--- config.mk ---
export PLATFORM = sky130hd
export DESIGN_NAME = img_stream_packer_flat
export DESIGN_NICKNAME = d
export VERILOG_FILES = /design/src/rtl/img_stream_packer_pkg.sv /design/src/rtl/img_stream_packer_if.sv /design/src/rtl/img_stream_packer_fletcher32_accum.sv /design/src/rtl/img_stream_packer.sv /design/src/flat_wrapper.sv
export SDC_FILE = /design/constraint.sdc
export NUM_CORES = 1
export LEC_CHECK = 0
export ABC_CLOCK_PERIOD_IN_PS = 9600
export BUFFER_PORTS_ARGS = -buffer_cell sky130_fd_sc_hd__buf_2
export CELL_PAD_IN_SITES_DETAIL_PLACEMENT = 1
export CELL_PAD_IN_SITES_GLOBAL_PLACEMENT = 1
export CORE_MARGIN = 2
export CORE_UTILIZATION = 43
export DETAILED_ROUTE_END_ITERATION = 10
export MAX_ROUTING_LAYER = met4
export PLACE_DENSITY_LB_ADDON = 0.1
export SYNTH_ARGS = -nofsm -noshare
export SYNTH_HDL_FRONTEND = slang
export SYNTH_SLANG_ARGS = --single-unit
--- constraint.sdc ---
create_clock -name clk -period 9.6 [get_ports clk]
set_clock_uncertainty 0.05 [all_clocks]
set_input_delay 0.96 -clock clk [delete_from_list [all_inputs] [get_ports clk]]
set_output_delay 0.96 -clock clk [all_outputs]
set_load 0.01 [all_outputs]
--- src/rtl/img_stream_packer_pkg.sv ---
// img_stream_pkg: shared state encoding, Fletcher modulus and byte-swap helper for the image packer
package img_stream_pkg;
  typedef enum logic [2:0] {IDLE, HEADER, PIXELS, CKSUM0, CKSUM1, PAD, FINISH} state_t;
  localparam logic [15:0] FLETCHER_MOD = 16'hFFFF;
  function automatic logic [15:0] bswap16(input logic [15:0] w);
    return {w[7:0], w[15:8]};
  endfunction
endpackage

--- src/rtl/img_stream_packer_if.sv ---
// img_stream_packer_if: valid/ready word stream used for both the pixel input and the packed output
interface img_stream_packer_if #(parameter int W = 16);
  logic         valid;
  logic         ready;
  logic [W-1:0] data;
  modport master(output valid, data, input ready);
  modport slave(input valid, data, output ready);
endinterface

--- src/rtl/img_stream_packer_fletcher32_accum.sv ---
// fletcher32_accum: running Fletcher-32 sums, each reduced mod 65535 with one conditional subtract
module fletcher32_accum
  import img_stream_pkg::*;
(
  input  logic        clk,
  input  logic        rst,
  input  logic        clr,
  input  logic        en,
  input  logic [15:0] din,
  output logic [31:0] sum
);
  logic [15:0] s1, s2, n1, n2;
  logic [16:0] a1, a2;
  always_comb begin
    a1 = {1'b0, s1} + {1'b0, din};
    n1 = a1 >= {1'b0, FLETCHER_MOD} ? 16'(a1 - {1'b0, FLETCHER_MOD}) : a1[15:0];
    a2 = {1'b0, s2} + {1'b0, n1};
    n2 = a2 >= {1'b0, FLETCHER_MOD} ? 16'(a2 - {1'b0, FLETCHER_MOD}) : a2[15:0];
  end
  always_ff @(posedge clk) begin
    if (rst || clr) begin
      s1 <= '0;
      s2 <= '0;
    end else if (en) begin
      s1 <= n1;
      s2 <= n2;
    end
  end
  assign sum = {s2, s1};
endmodule

--- src/rtl/img_stream_packer.sv ---
// img_stream_packer: emits header, byte-swapped pixels, optional Fletcher-32 and zero padding as a 16-bit stream
module img_stream_packer
  import img_stream_pkg::*;
#(
  parameter int HeaderWordCount  = 4,
  parameter int ChecksumEn       = 1,
  parameter int PaddingWordCount = 0,
  parameter int PixelCountWidth  = 24
) (
  input  logic                          clk,
  input  logic                          rst,
  input  logic                          start,
  input  logic [PixelCountWidth-1:0]    pixel_count,
  input  logic [16*HeaderWordCount-1:0] hdr,
  img_stream_packer_if.slave            pix,
  img_stream_packer_if.master           out,
  output logic                          busy,
  output logic                          done
);
  localparam int MaxIdx = HeaderWordCount > PaddingWordCount ? HeaderWordCount : PaddingWordCount;
  localparam int IW = MaxIdx > 1 ? $clog2(MaxIdx) : 1;
  localparam logic [IW-1:0] HLAST = IW'(HeaderWordCount - 1);
  localparam logic [IW-1:0] PLAST = IW'(PaddingWordCount > 0 ? PaddingWordCount - 1 : 0);
  localparam state_t AFTER_CK = PaddingWordCount > 0 ? PAD : FINISH;
  localparam state_t AFTER_PIX = ChecksumEn != 0 ? CKSUM0 : AFTER_CK;

  state_t                     state, state_n;
  logic [IW-1:0]              idx;
  logic [PixelCountWidth-1:0] cnt, pcnt;
  logic                       free, load, acc, idx_inc, idx_clr, pix_take, fin, accept;
  logic [15:0]                word;
  logic [31:0]                sum;

  assign free      = !out.valid || out.ready;
  assign accept    = state == IDLE && start;
  assign pix.ready = state == PIXELS && free;
  assign pix_take  = pix.ready && pix.valid;

  always_ff @(posedge clk) begin
    if (rst) state <= IDLE;
    else state <= state_n;
  end

  always_comb begin
    state_n = state;
    load    = 1'b0;
    acc     = 1'b0;
    word    = '0;
    idx_inc = 1'b0;
    idx_clr = 1'b0;
    fin     = 1'b0;
    case (state)
      IDLE: state_n = start ? HEADER : IDLE;
      HEADER: if (free) begin
        load    = 1'b1;
        acc     = 1'b1;
        word    = hdr[16*idx +: 16];
        idx_inc = idx != HLAST;
        idx_clr = idx == HLAST;
        state_n = idx != HLAST ? HEADER : cnt == '0 ? AFTER_PIX : PIXELS;
      end
      PIXELS: if (pix_take) begin
        load    = 1'b1;
        acc     = 1'b1;
        word    = bswap16(pix.data);
        state_n = pcnt == cnt - 1'b1 ? AFTER_PIX : PIXELS;
      end
      CKSUM0: if (free) begin
        load    = 1'b1;
        word    = bswap16(sum[15:0]);
        state_n = CKSUM1;
      end
      CKSUM1: if (free) begin
        load    = 1'b1;
        word    = bswap16(sum[31:16]);
        state_n = AFTER_CK;
      end
      PAD: if (free) begin
        load    = 1'b1;
        idx_inc = idx != PLAST;
        idx_clr = idx == PLAST;
        state_n = idx == PLAST ? FINISH : PAD;
      end
      FINISH: if (free) begin
        fin     = 1'b1;
        state_n = IDLE;
      end
      default: state_n = IDLE;
    endcase
  end

  always_ff @(posedge clk) begin
    if (rst) begin
      out.valid <= 1'b0;
      out.data  <= '0;
      busy      <= 1'b0;
      done      <= 1'b0;
      idx       <= '0;
      pcnt      <= '0;
      cnt       <= '0;
    end else begin
      done <= fin;
      if (accept) begin
        cnt  <= pixel_count;
        busy <= 1'b1;
        idx  <= '0;
        pcnt <= '0;
      end
      if (fin) busy <= 1'b0;
      if (idx_clr) idx <= '0;
      else if (idx_inc) idx <= idx + 1'b1;
      if (pix_take) pcnt <= pcnt + 1'b1;
      // a free slot either takes the next word or goes empty; a stalled word is held untouched
      if (free) begin
        out.valid <= load;
        if (load) out.data <= word;
      end
    end
  end

  fletcher32_accum u_acc (
    .clk (clk),
    .rst (rst),
    .clr (accept),
    .en  (load && acc),
    .din (bswap16(word)),
    .sum (sum)
  );
endmodule

--- src/flat_wrapper.sv ---
// flat-port wrapper written by rule: the top's interface ports become plain ports
module img_stream_packer_flat import img_stream_pkg::*;
#(
  parameter int HeaderWordCount  = 4,
  parameter int ChecksumEn       = 1,
  parameter int PaddingWordCount = 0,
  parameter int PixelCountWidth  = 24
)
  (clk, rst, start, pixel_count, hdr, busy, done, pix_valid, pix_data, pix_ready, out_valid, out_data, out_ready);
  img_stream_packer_if pix_i ();
  img_stream_packer_if out_i ();
  input  logic clk;
  input  logic rst;
  input  logic start;
  input  logic [PixelCountWidth-1:0] pixel_count;
  input  logic [16*HeaderWordCount-1:0] hdr;
  output logic busy;
  output logic done;
  input wire logic [$bits(pix_i.valid)-1:0] pix_valid;
  input wire logic [$bits(pix_i.data)-1:0] pix_data;
  output wire logic [$bits(pix_i.ready)-1:0] pix_ready;
  output wire logic [$bits(out_i.valid)-1:0] out_valid;
  output wire logic [$bits(out_i.data)-1:0] out_data;
  input wire logic [$bits(out_i.ready)-1:0] out_ready;
  assign pix_i.valid = pix_valid;
  assign pix_i.data = pix_data;
  assign pix_ready = pix_i.ready;
  assign out_valid = out_i.valid;
  assign out_data = out_i.data;
  assign out_i.ready = out_ready;
  img_stream_packer #(.HeaderWordCount(HeaderWordCount), .ChecksumEn(ChecksumEn), .PaddingWordCount(PaddingWordCount), .PixelCountWidth(PixelCountWidth)) u_core (.clk(clk), .rst(rst), .start(start), .pixel_count(pixel_count), .hdr(hdr), .pix(pix_i), .out(out_i), .busy(busy), .done(done));
endmodule
### Yosys cells after proc, flatten, opt, wreduce, memory -nomap -nowiden

Index checks and enable logic that the tools add are counted.

| word-level totals | value |
|---|---|
| bits in registers | 104 |
| input bits | 109 |
| output and inout bits | 20 |
| word-level logic and storage cells | 87 |

| operators by class | value |
|---|---|
| add/subtract/negate cells | 7 |
| magnitude comparators | 2 |
| equality and inequality tests | 15 |
| shift-type cells | 1 |
| muxes and demuxes | 34 |
| reductions and logical operators | 18 |

Operator list:

| kind | number |
|---|---|
| 2-to-1 mux 16 bit | 6 |
| case mux 16 bit (4 select lines) | 1 |
| indexed part select 64 x 7 -> 16 bit | 1 |
| 2-to-1 mux 24 bit | 2 |
| adder 16 x 16 -> 17 bit | 2 |
| greater-or-equal comparator 17 x 16 -> 1 bit, second input constant | 2 |
| subtractor 16 bit, second input constant | 2 |
| adder 24 x 1 -> 24 bit, second input constant | 1 |
| equality test 24 bit | 1 |
| zero test 24 bit | 1 |
| subtractor 24 x 1 -> 24 bit, second input constant | 1 |
| 2-to-1 mux 3 bit | 7 |
| case mux 3 bit (7 select lines) | 1 |
| inequality test 2 x 1 -> 1 bit, second input constant | 6 |
| 2-to-1 mux 1 bit | 10 |
| equality test 3 bit, second input constant | 3 |
| case mux 1 bit (2 select lines) | 4 |
| equality test 3 x 2 -> 1 bit, second input constant | 2 |
| 2-to-1 mux 2 bit | 3 |
| AND reduction 6 bit | 1 |
| nonzero test 2 bit | 3 |
| logical AND 1 bit | 4 |
| OR reduction 2 bit | 2 |
| OR reduction 4 bit | 1 |
| 9 further kinds | 10 |

### Logic depth before layout (Yosys ltp)

Gate-level depths: netlist of the first run.

| depth | value |
|---|---|
| depth in word-level cells | 12 |
| mapped depth | 33 |
| mapped depth without buffers | 27 |

### Modules after synthesis

Synthesis of the first run repeated with hierarchy kept, for this count alone.

| second synthesis, totals | value |
|---|---|
| cells, all modules | 1051 |
| area, all modules | 8264.2 sq um |

By module, submodules not included:

| module | times used | cells each | area an instance (sq um) | sequential area each (sq um) |
|---|---|---|---|---|
| img_stream_packer | 1 | 572 | 4621.9 | 1441.4 |
| fletcher32_accum | 1 | 479 | 3642.2 | 640.6 |

### Worst setup path before layout of the first run

No wires, ideal clock.

| path | value |
|---|---|
| kind | in2reg |
| start | in pix_valid |
| end | reg u_core.u_acc.s2[13] |
| library setup time | 0.132 ns |
| arrival | 7.425 ns |
| setup slack | 1.993 ns |
| cell stages on the path | 27 |
| path buffers | 3 |
| path through | nor4bb_1 clkbuf_1 clkbuf_1 a222oi_1 a21oi_1 ha_1 a21o_1 a221oi_4 xnor2_2 nand4_1 nor4_4 nand4_2 o31ai_2 buf_2 mux2i_1 inv_1 ha_1 a211oi_2 or4b_1 nand4_2 nand4_4 nor4b_4 nand3_2 o31ai_2 or4b_1 xnor2_1 a21oi_1 |

| between the ends | value |
|---|---|
| cells in the longest elaborated chain, start to end | 9 |
| elaborated cells on any way between the ends | 15 |
| those cells by class | add/sub (4); order compare (2); mux (7); reduce/logical (2) |

Ends and longest elaborated chain:

| what | RTL line | text |
|---|---|---|
| from (decl) | flat_wrapper.sv:19 | `input wire logic [$bits(pix_i.valid)-1:0] pix_valid;` |
| logical AND 1 bit * | img_stream_packer.sv:37 | `assign pix_take = pix.ready && pix.valid;` |
| 2-to-1 mux 16 bit * | img_stream_packer.sv:62 | `PIXELS: if (pix_take) begin` |
| case mux 16 bit (4 select lines) * | img_stream_packer.sv:52 | `case (state)` |
| net u_core.u_acc.din[4] | img_stream_packer_fletcher32_accum.sv:9 | `input logic [15:0] din,` |
| adder 16 x 16 -> 17 bit * | img_stream_packer_fletcher32_accum.sv:15 | `a1 = {1'b0, s1} + {1'b0, din};` |
| greater-or-equal comparator 17 x 16 -> 1 bit * | img_stream_packer_fletcher32_accum.sv:16 | `n1 = a1 >= {1'b0, FLETCHER_MOD} ? 16'(a1 - {1'b0, FLETCHER_MOD}) : a1[15:0];` |
| 2-to-1 mux 16 bit * | img_stream_packer_fletcher32_accum.sv:16 |  |
| net u_core.u_acc.n1[1] | img_stream_packer_fletcher32_accum.sv:12 | `logic [15:0] s1, s2, n1, n2;` |
| adder 16 x 16 -> 17 bit * | img_stream_packer_fletcher32_accum.sv:17 | `a2 = {1'b0, s2} + {1'b0, n1};` |
| subtractor 16 bit / greater-or-equal comparator 17 x 16 -> 1 bit (equally long branches) | img_stream_packer_fletcher32_accum.sv:18 | `n2 = a2 >= {1'b0, FLETCHER_MOD} ? 16'(a2 - {1'b0, FLETCHER_MOD}) : a2[15:0];` |
| 2-to-1 mux 16 bit * | img_stream_packer_fletcher32_accum.sv:18 |  |
| to (signal assigned) | img_stream_packer_fletcher32_accum.sv:26 | `s2 <= n2;` |
| to (decl) | img_stream_packer_fletcher32_accum.sv:12 |  |

Mark *: on every way through the listed nets, which the timed path passes. The rest lies on a longest branch.
A chain may end at the register's enable or synchronous reset.

### Worst setup path after layout of the first run

| path | value |
|---|---|
| start | reg u_core.state[2] |
| end | reg u_core.u_acc.s2[13] |

| between the ends | value |
|---|---|
| cells in the longest elaborated chain, start to end | 11 |
| elaborated cells on any way between the ends | 25 |
| those cells by class | add/sub (4); order compare (2); eq/ne (5); mux (7); reduce/logical (7) |

Ends and longest elaborated chain:

| what | RTL line | text |
|---|---|---|
| from (decl) | img_stream_packer.sv:27 | `state_t state, state_n;` |
| from (signal assigned) | img_stream_packer.sv:41 | `else state <= state_n;` |
| equality test 3 x 2 -> 1 bit | img_stream_packer.sv:36, img_stream_packer.sv:52 |  |
| logical AND 1 bit | img_stream_packer.sv:36 | `assign pix.ready = state == PIXELS && free;` |
| logical AND 1 bit | img_stream_packer.sv:37 |  |
| 2-to-1 mux 16 bit | img_stream_packer.sv:62 |  |
| case mux 16 bit (4 select lines) * | img_stream_packer.sv:52 |  |
| net u_core.u_acc.din[0] | img_stream_packer_fletcher32_accum.sv:9 |  |
| adder 16 x 16 -> 17 bit * | img_stream_packer_fletcher32_accum.sv:15 |  |
| subtractor 16 bit / greater-or-equal comparator 17 x 16 -> 1 bit (equally long branches) | img_stream_packer_fletcher32_accum.sv:16 |  |
| 2-to-1 mux 16 bit * | img_stream_packer_fletcher32_accum.sv:16 |  |
| net u_core.u_acc.n1[1] | img_stream_packer_fletcher32_accum.sv:12 |  |
| adder 16 x 16 -> 17 bit * | img_stream_packer_fletcher32_accum.sv:17 |  |
| subtractor 16 bit / greater-or-equal comparator 17 x 16 -> 1 bit (equally long branches) | img_stream_packer_fletcher32_accum.sv:18 |  |
| 2-to-1 mux 16 bit * | img_stream_packer_fletcher32_accum.sv:18 |  |

Marked as above.

==> impl_metrics.json, run 1 <==
{
  "cts_hold_buf": 0,
  "fmax_mhz": 115,
  "grt_max_degree": 72,
  "ys_ff_latch": 104,
  "worst_slack_ns": 0.937,
  "crit_slowest_cell": "o31ai_2",
  "synth_area_leader_cell": "dfxtp_1",
  "finalSetupTns_ns": 0,
  "crit_fanout": 17,
  "relSlewSlack_pct": 27.0,
  "p_int_uw": 793,
  "start_util_pct": 44.2,
  "design.portCount": 129,
  "worstPathRequired_ns": 9.79,
  "fillCellCount": 2272,
  "rsz0062_at_grt": "no",
  "synth_nets": 1167,
  "totalPowerFinal_mw": 1.24,
  "hpwl_um": 19300,
  "clkPwrFrac_pct": 30.9,
  "synth_cells": 1017,
  "clockBufferDepth": 2,
  "max_stage_delay_ns": 0.80,
  "grtUsageMet1_pct": 29.7,
  "clock-sinks": 104,
  "cts_buffers": 9,
  "holdCritPathClass": "register to register",
  "n_antenna_cell": 0,
  "power.leakage_nw": 3.58,
  "ant_nets": 0,
  "portBuffers": 128,
  "wire_per_inst_um": 18.8,
  "ys_top_cells_by_area": "dfxtp_1 (26%), a21oi_1 (7.5%), ha_1 (6.1%)",
  "crit_top_cell": "a21oi_1",
  "post-cts-setup-buffers": 0,
  "coreArea_sq_um": 18100,
  "switching_share_pct": 35.9,
  "ys_seq_area_share_pct": 26.0,
  "antenna_found_initial": 0,
  "die_area_sq_um": 19700,
  "power_frac_seq_pct": 38.8,
  "worst_pin_slew_ns": 1.10,
  "placementRows": 49,
  "nets": 1260,
  "drtIter0Drc": 428,
  "grt_util_met2_pct": 48.6,
  "pre_cts_slack_ns": 0.977,
  "routabilityCongestion": 0.908,
  "cp_top_family": "compound AO/OA/AOI/OAI gates",
  "grt_first_pass_wirelength_um": 40800,
  "clk-insertion-delay-late_ns": 0.37,
  "hold_violations": 0,
  "synth_top_area_share_pct": 26.0,
  "cts_resized": 0,
  "finalCritPeriodShare_pct": 90.2,
  "synth_flop_cell": "dfxtp_1",
  "syn_avg_cell_area_sq_um": 7.86,
  "cts_root_buffer": "clkbuf_16",
  "die_width_um": 140,
  "critPathLaunchType": "register",
  "synth_commonest_cells": "nand2_1 (126), a21oi_1 (120), dfxtp_1 (104)",
  "dr_total_vias": 7996,
  "fp.dieH_um": 140,
  "arrival_ns": 8.85,
  "path_buf_inv": 2,
  "area_growth_pct": 13.7,
  "drcViolationCount": 0,
  "wl_um": 25200,
  "viasPerCell": 5.95,
  "first_global_vias": 8051,
  "p_comb_share_pct": 30.4,
  "worstSetupPathType": "register to register",
  "setup-violations-final": 0,
  "top_usage_layer": "met2",
  "synth_edf_count": 0,
  "drv_slew": 0,
  "crit_path_end_kind": "register",
  "dr.pass1.iters": 8,
  "power_density_nw_per_um2": 136,
  "fin_util_pct": 50.3,
  "min_period_ns": 8.66,
  "htreeDepth": 3,
  "grt_use_met3_pct": 3.69,
  "ir_drop_uv": 90.7,
  "yosys.cell_count.top_type": "nand2_1",
  "grt_usage_pct": 26.2,
  "synth_cell_types": 85,
  "drive_above_1_share_pct": 18.7,
  "status": "finished, final reports clean",
  "yosysWarnings": 0,
  "synth_area_sq_um": 8000,
  "synthArstFlopShare_pct": 0,
  "cts_tree": "yes",
  "grt_overflow": 0,
  "path_clk_slew_ns": 0.08,
  "power.switching_uw": 444,
  "maxCapViolations": 0
}
## per-stage QoR
stage / hold slack, ns / std cells / area [sq um]
after global routing: 0.460 / 1344 / 9090
after global placement: 0.416 / 1328 / 8800
final: 0.433 / 1344 / 9090
after detailed placement: 0.421 / 1328 / 8800
after floorplan: 0.403 / 1017 / 8000
after CTS: 0.439 / 1344 / 9090
## layer usage
layer / vias up / share of wire (%)
met2: 115 / 54
met4: 0 / 1.5
met5: - / 0
met1: 3943 / 42
li1: 3917 / -
met3: 21 / 2.5
## flip-flops by register name, summed over array words and instances, names as in the netlist
name,cells
u_core.cnt,24
u_core.pcnt,24
u_core.u_acc.s1,16
u_core.u_acc.s2,16
u_core.state,3
u_core.out.data,16
u_core.idx,2
u_core.out.valid,1
u_core.busy,1
u_core.done,1
## cells in the final DEF, fill, tap and decap left out, types with 23 or more instances in the layout
master	instances
buf_2	128
nand2_1	126
a21oi_1	120
dfxtp_1	104
nor2_1	86
o21ai_0	53
xnor2_1	51
nand3_1	47
ha_1	39
xor2_1	26
nor3_1	23
## kinds of logic after synthesis
kind of cell             count (synthesis)  share of synthesized area, %
AND/OR/NAND/NOR                        397                          25.1
AO/OA/AOI/OAI                          297                          24.3
flip-flops                             104                          26.0
XOR/XNOR                                78                          8.64
buffers and inverters                   76                          3.77
adder cells (fa/ha/maj)                 41                          6.60
multiplexers                            24                          5.54
## worst min-delay path, stage by stage, from the launching register on
cell     delay, ns
dfxtp_1       0.32
a21oi_1       0.06
nor2_1        0.07
## power groups by stage
| stage | registers [mW] | logic, mW | clock network [mW] |
|---|---|---|---|
| finish | 0.480 | 0.376 | 0.382 |
| global route | 0.483 | 0.416 | 0.408 |
| CTS | 0.480 | 0.377 | 0.392 |
| detailed placement | 0.490 | 0.374 | 0 |
| global placement | 0.490 | 0.367 | 0 |
| floorplan | 0.480 | 0.276 | 0 |
## final timing paths
path | start | to | slack (ns) | cells after the start
hold / removal | u_core.out.data[3] | u_core.out.data[3] | 0.43 | 2
setup reg to reg | u_core.state[2] | u_core.u_acc.s2[13] | 0.94 | 26
setup / recovery | u_core.state[2] | u_core.u_acc.s2[13] | 0.94 | 26
hold reg to reg | u_core.out.data[3] | u_core.out.data[3] | 0.43 | 2
## cell type report
class | count | area (sq um) | share of cell area (%)
multi-input combinational | 837 | 5640 | 62.0
sequential | 104 | 2080 | 22.9
timing repair buffer | 139 | 723 | 7.95
tap | 229 | 287 | 3.15
clock buffer | 10 | 239 | 2.63
inverter | 19 | 71.3 | 0.784
clock inverter | 6 | 51.3 | 0.564
Note: power is estimated with default switching activity, not from simulation.
==> run 2: changes to the inputs <==
- CORE_UTILIZATION: 43 -> 35
==> impl_metrics.json, run 2 (same netlist as run 1, synthesis figures left out) <==
{
  "status": "finished, final reports clean",
  "reg2reg_slack_ns": 1.23,
  "wl_um": 25300,
  "area_growth_pct": 15.1,
  "dr_total_vias": 7815,
  "drtIter0Drc": 447,
  "worst_pin_slew_ns": 0.944,
  "dp.cells": 1385,
  "start_util_pct": 35.5,
  "dr.max_layer_used": "met4",
  "rsz0062_at_grt": "no",
  "grt_first_pass_wirelength_um": 41200,
  "dr_wl_met2_um": 13000,
  "coreArea_sq_um": 22500,
  "drt-met1-wl_um": 11100,
  "finalSetupTns_ns": 0,
  "grt_usage_pct": 21.8,
  "clk-insertion-delay-late_ns": 0.36,
  "cts_tree": "yes",
  "grt_overflow": 0,
  "maxCapViolations": 0,
  "crit_fanout": 17,
  "first_global_vias": 7788,
  "htreeDepth": 3,
  "fin_cells": 1401,
  "clockBufferDepth": 2,
  "die_width_um": 155,
  "critPathLaunchType": "register",
  "final_cell_mix": "buf_2 (128), nand2_1 (126), a21oi_1 (120), dfxtp_1 (104), nor2_1 (86)",
  "whs_endpoint": "u_core.cnt[15]",
  "drv_slew": 0,
  "fillCellCount": 2783,
  "relSlewSlack_pct": 37.1,
  "crit_top_cell": "a21oi_1",
  "dr.pass1.iters": 6,
  "holdWs_ns": 0.436,
  "r2r_end": "u_core.u_acc.s2[13]",
  "drcViolationCount": 0,
  "power.leakage_nw": 3.61,
  "hpwl_um": 19600,
  "cts_resized": 0,
  "die_area_sq_um": 24100,
  "wire_per_inst_um": 18.0,
  "clock-sinks": 104,
  "holdCritPathClass": "register to register",
  "nets": 1261,
  "reg2reg_depth": 28,
  "max_stage_delay_ns": 0.69,
  "viasPerCell": 5.58,
  "drive_above_1_share_pct": 18.7,
  "hold_violations": 0,
  "placementRows": 55,
  "reg.largest.list": "u_core.cnt x24, u_core.pcnt x24",
  "grt_max_degree": 72,
  "wl_met3_um": 480,
  "hold_path_depth": 2,
  "multi_input_area_sq_um": 5640,
  "finalCritPeriodShare_pct": 87.2,
  "ir_drop_uv": 99.9,
  "design.portCount": 129,
  "fp.dieH_um": 155,
  "worstSetupPathType": "register to register",
  "routabilityCongestion": 0.858,
  "hp-start": "u_core.cnt[15]",
  "final_common_cell": "buf_2",
  "min_period_ns": 8.37,
  "path_clk_slew_ns": 0.08,
  "arrival_ns": 8.55,
  "cts_root_buffer": "clkbuf_16",
  "seq_area_sq_um": 2080,
  "power_density_nw_per_um2": 137,
  "antenna_found_initial": 0,
  "cts_hold_buf": 0,
  "crit_path_end_kind": "register",
  "regToRegStartpoint": "u_core.state[2]",
  "fmax_mhz": 119,
  "worstPathRequired_ns": 9.78,
  "crit_slowest_cell": "dfxtp_1",
  "ant_nets": 0,
  "setup-violations-final": 0,
  "portBuffers": 128,
  "post-cts-setup-buffers": 0,
  "cts_buffers": 9,
  "n_antenna_cell": 0
}
-- run 2: worst max path at each step --
stage,start,end
global placement,pix_valid,u_core.u_acc.s2[13]
global route,u_core.state[2],u_core.u_acc.s2[13]
CTS,u_core.state[2],u_core.u_acc.s2[13]
floorplan,pix_valid,u_core.u_acc.s2[13]
finish,u_core.state[2],u_core.u_acc.s2[13]
detailed placement,pix_valid,u_core.u_acc.s2[13]
-- run 2: layout make-up --
cell class                 instances  area share [%]
timing repair buffer             140            7.94
multi-input combinational        837            61.3
sequential                       104            22.6
clock inverter                     5           0.761
inverter                          19           0.775
clock buffer                      11            2.75
tap                              285            3.87
-- run 2: where the power goes --
group          switching (mW)  internal (mW)  leakage (nW)  total (mW)
registers              0.0274          0.453         0.847       0.480
logic                   0.222          0.152          2.60       0.374
clock network           0.187          0.222         0.160       0.409
total                   0.436          0.827          3.61        1.26
-- run 2: worst max-delay path, delay by kind of cell, from the launching register on --
| family | cells | cell delay, ns |
|---|---|---|
| simple gates | 7 | 2.62 |
| compound gates | 10 | 2.26 |
| fa+ha+maj | 3 | 0.97 |
| buf+inv | 4 | 0.75 |
| flops | 1 | 0.69 |
| xor+xnor | 3 | 0.54 |
| mux | 1 | 0.35 |
-- run 2: per-layer routing --
metal | track usage [%] | up-vias
met2 | 38.3 | 90
met1 | 26.0 | 3783
met5 | - | -
met3 | 3.01 | 29
li1 | - | 3913
met4 | 6.35 | 0
-- run 2: through the flow --
step	instance area [sq um]	total power [mW]	utilization, %	setup slack, ns
2_1_floorplan	8000	0.756	-	1.99
3_3_place_gp	8880	0.865	39.5	1.45
3_5_place_dp	8880	0.868	39.5	1.24
4_1_cts	9200	1.28	40.9	1.27
5_1_grt	9200	1.34	40.9	0.607
6_report	9200	1.26	40.9	1.23
==> run 3: changes to the inputs <==
- CAP_MARGIN: default -> 20
- CORE_UTILIZATION: 35 -> 44
- CTS_BUF_LIST: default -> sky130_fd_sc_hd__clkbuf_4 sky130_fd_sc_hd__clkbuf_8
==> impl_metrics.json, run 3 (same netlist as run 1, synthesis figures left out) <==
{
  "status": "finished, final reports clean",
  "area_growth_pct": 12.7,
  "drtIter0Drc": 463,
  "finalCritPeriodShare_pct": 90.4,
  "drv_slew": 0,
  "fp.dieH_um": 139,
  "design.portCount": 129,
  "cts_tree": "yes",
  "cts_root_buffer": "clkbuf_8",
  "setup-violations-final": 0,
  "cts_buffers": 9,
  "holdCritPathClass": "register to register",
  "worstSetupPathType": "register to register",
  "grt_max_degree": 72,
  "cts_resized": 0,
  "crit_path_end_kind": "register",
  "drive_above_1_share_pct": 18.7,
  "coreArea_sq_um": 17900,
  "portBuffers": 128,
  "power.leakage_nw": 3.55,
  "power_density_nw_per_um2": 127,
  "n_antenna_cell": 0,
  "crit_fanout": 17,
  "critPathLaunchType": "register",
  "routabilityCongestion": 0.858,
  "ant_nets": 0,
  "worstPathRequired_ns": 9.83,
  "finalSetupTns_ns": 0,
  "relSlewSlack_pct": 43.0,
  "cts_hold_buf": 0,
  "placementRows": 49,
  "hpwl_um": 19500,
  "dr.pass1.iters": 10,
  "grt_usage_pct": 26.8,
  "viasPerCell": 5.92,
  "wire_per_inst_um": 18.6,
  "final_cell_mix": "buf_2 (128), nand2_1 (126), a21oi_1 (120), dfxtp_1 (104), nor2_1 (86)",
  "final_cell_area_sq_um": 9010,
  "die_area_sq_um": 19300,
  "fin_util_pct": 50.3,
  "maxCapViolations": 0,
  "clk-insertion-delay-late_ns": 0.40,
  "clock-sinks": 104,
  "first_global_vias": 8289,
  "reg.largest.list": "u_core.cnt x24, u_core.pcnt x24",
  "hold_violations": 0,
  "antenna_found_initial": 0,
  "wl_um": 25000,
  "drcViolationCount": 0,
  "grt_overflow": 0,
  "htreeDepth": 3,
  "place_area_sq_um": 8810,
  "die_width_um": 139,
  "start_util_pct": 44.7,
  "dr_total_vias": 7963,
  "grt_first_pass_wirelength_um": 41600,
  "final_common_cell": "buf_2",
  "path_clk_slew_ns": 0.12,
  "fmax_mhz": 115,
  "post-cts-setup-buffers": 0,
  "clockBufferDepth": 2,
  "totalPowerFinal_mw": 1.15,
  "ir_drop_uv": 70.6,
  "worst_pin_slew_ns": 0.854,
  "nets": 1262,
  "arrival_ns": 8.90,
  "rsz0062_at_grt": "no",
  "min_period_ns": 8.68
}
## run 3: worst max-delay path, stage by stage, from the launching register on
cell,delay [ns]
dfxtp_1,0.70
inv_1,0.21
and3_1,0.47
a222oi_1,0.37
a21oi_1,0.14
ha_1,0.25
fa_1,0.41
a21o_1,0.22
a221oi_4,0.41
xnor2_2,0.19
nand4_1,0.25
nor4_4,0.43
nand4_2,0.23
o31ai_2,0.55
mux2i_1,0.42
inv_1,0.09
ha_1,0.32
a21o_1,0.19
a21oi_1,0.17
xnor2_1,0.20
nor3b_1,0.53
o21ai_0,0.27
nand4b_1,0.30
o31ai_2,0.22
buf_4,0.21
or4b_1,0.47
xnor2_1,0.17
a21oi_1,0.08
## run 3: path summary, 6_finish.rpt
kind / startpoint / to / slack (ns) / depth (start not counted)
worst max-delay path: u_core.state[2] / u_core.u_acc.s2[13] / 0.92 / 27
worst min-delay path: u_core.cnt[9] / u_core.cnt[9] / 0.44 / 2
worst max register to register: u_core.state[2] / u_core.u_acc.s2[13] / 0.92 / 27
worst min register to register: u_core.cnt[9] / u_core.cnt[9] / 0.44 / 2
## run 3: power breakdown
part / switching (mW) / internal (mW) / total (mW)
logic: 0.223 / 0.153 / 0.376
clock network: 0.184 / 0.108 / 0.292
registers: 0.0271 / 0.453 / 0.480
## run 3: metal layers
layer	vias to the layer above	share of wire, %	track usage (%)
met4	0	2.4	6.80
met2	131	53	48.8
met5	-	0	-
met3	40	2.9	3.83
met1	3877	42	30.9
li1	3915	-	-
## run 3: cell type report
class	count	area (sq um)
fill	2293	8890
multi-input combinational	837	5640
tap	229	287
inverter	19	71.3
sequential	104	2080
timing repair buffer	141	738
clock inverter	6	60.1
clock buffer	10	138
## run 3: through the flow
stage / std cells / setup slack, ns / hold WS [ns]
after CTS: 1346 / 1.04 / 0.445
after detailed placement: 1330 / 1.01 / 0.421
after global placement: 1330 / 1.34 / 0.414
after global routing: 1346 / 0.220 / 0.473
after floorplan: 1017 / 1.99 / 0.403
final: 1346 / 0.922 / 0.440
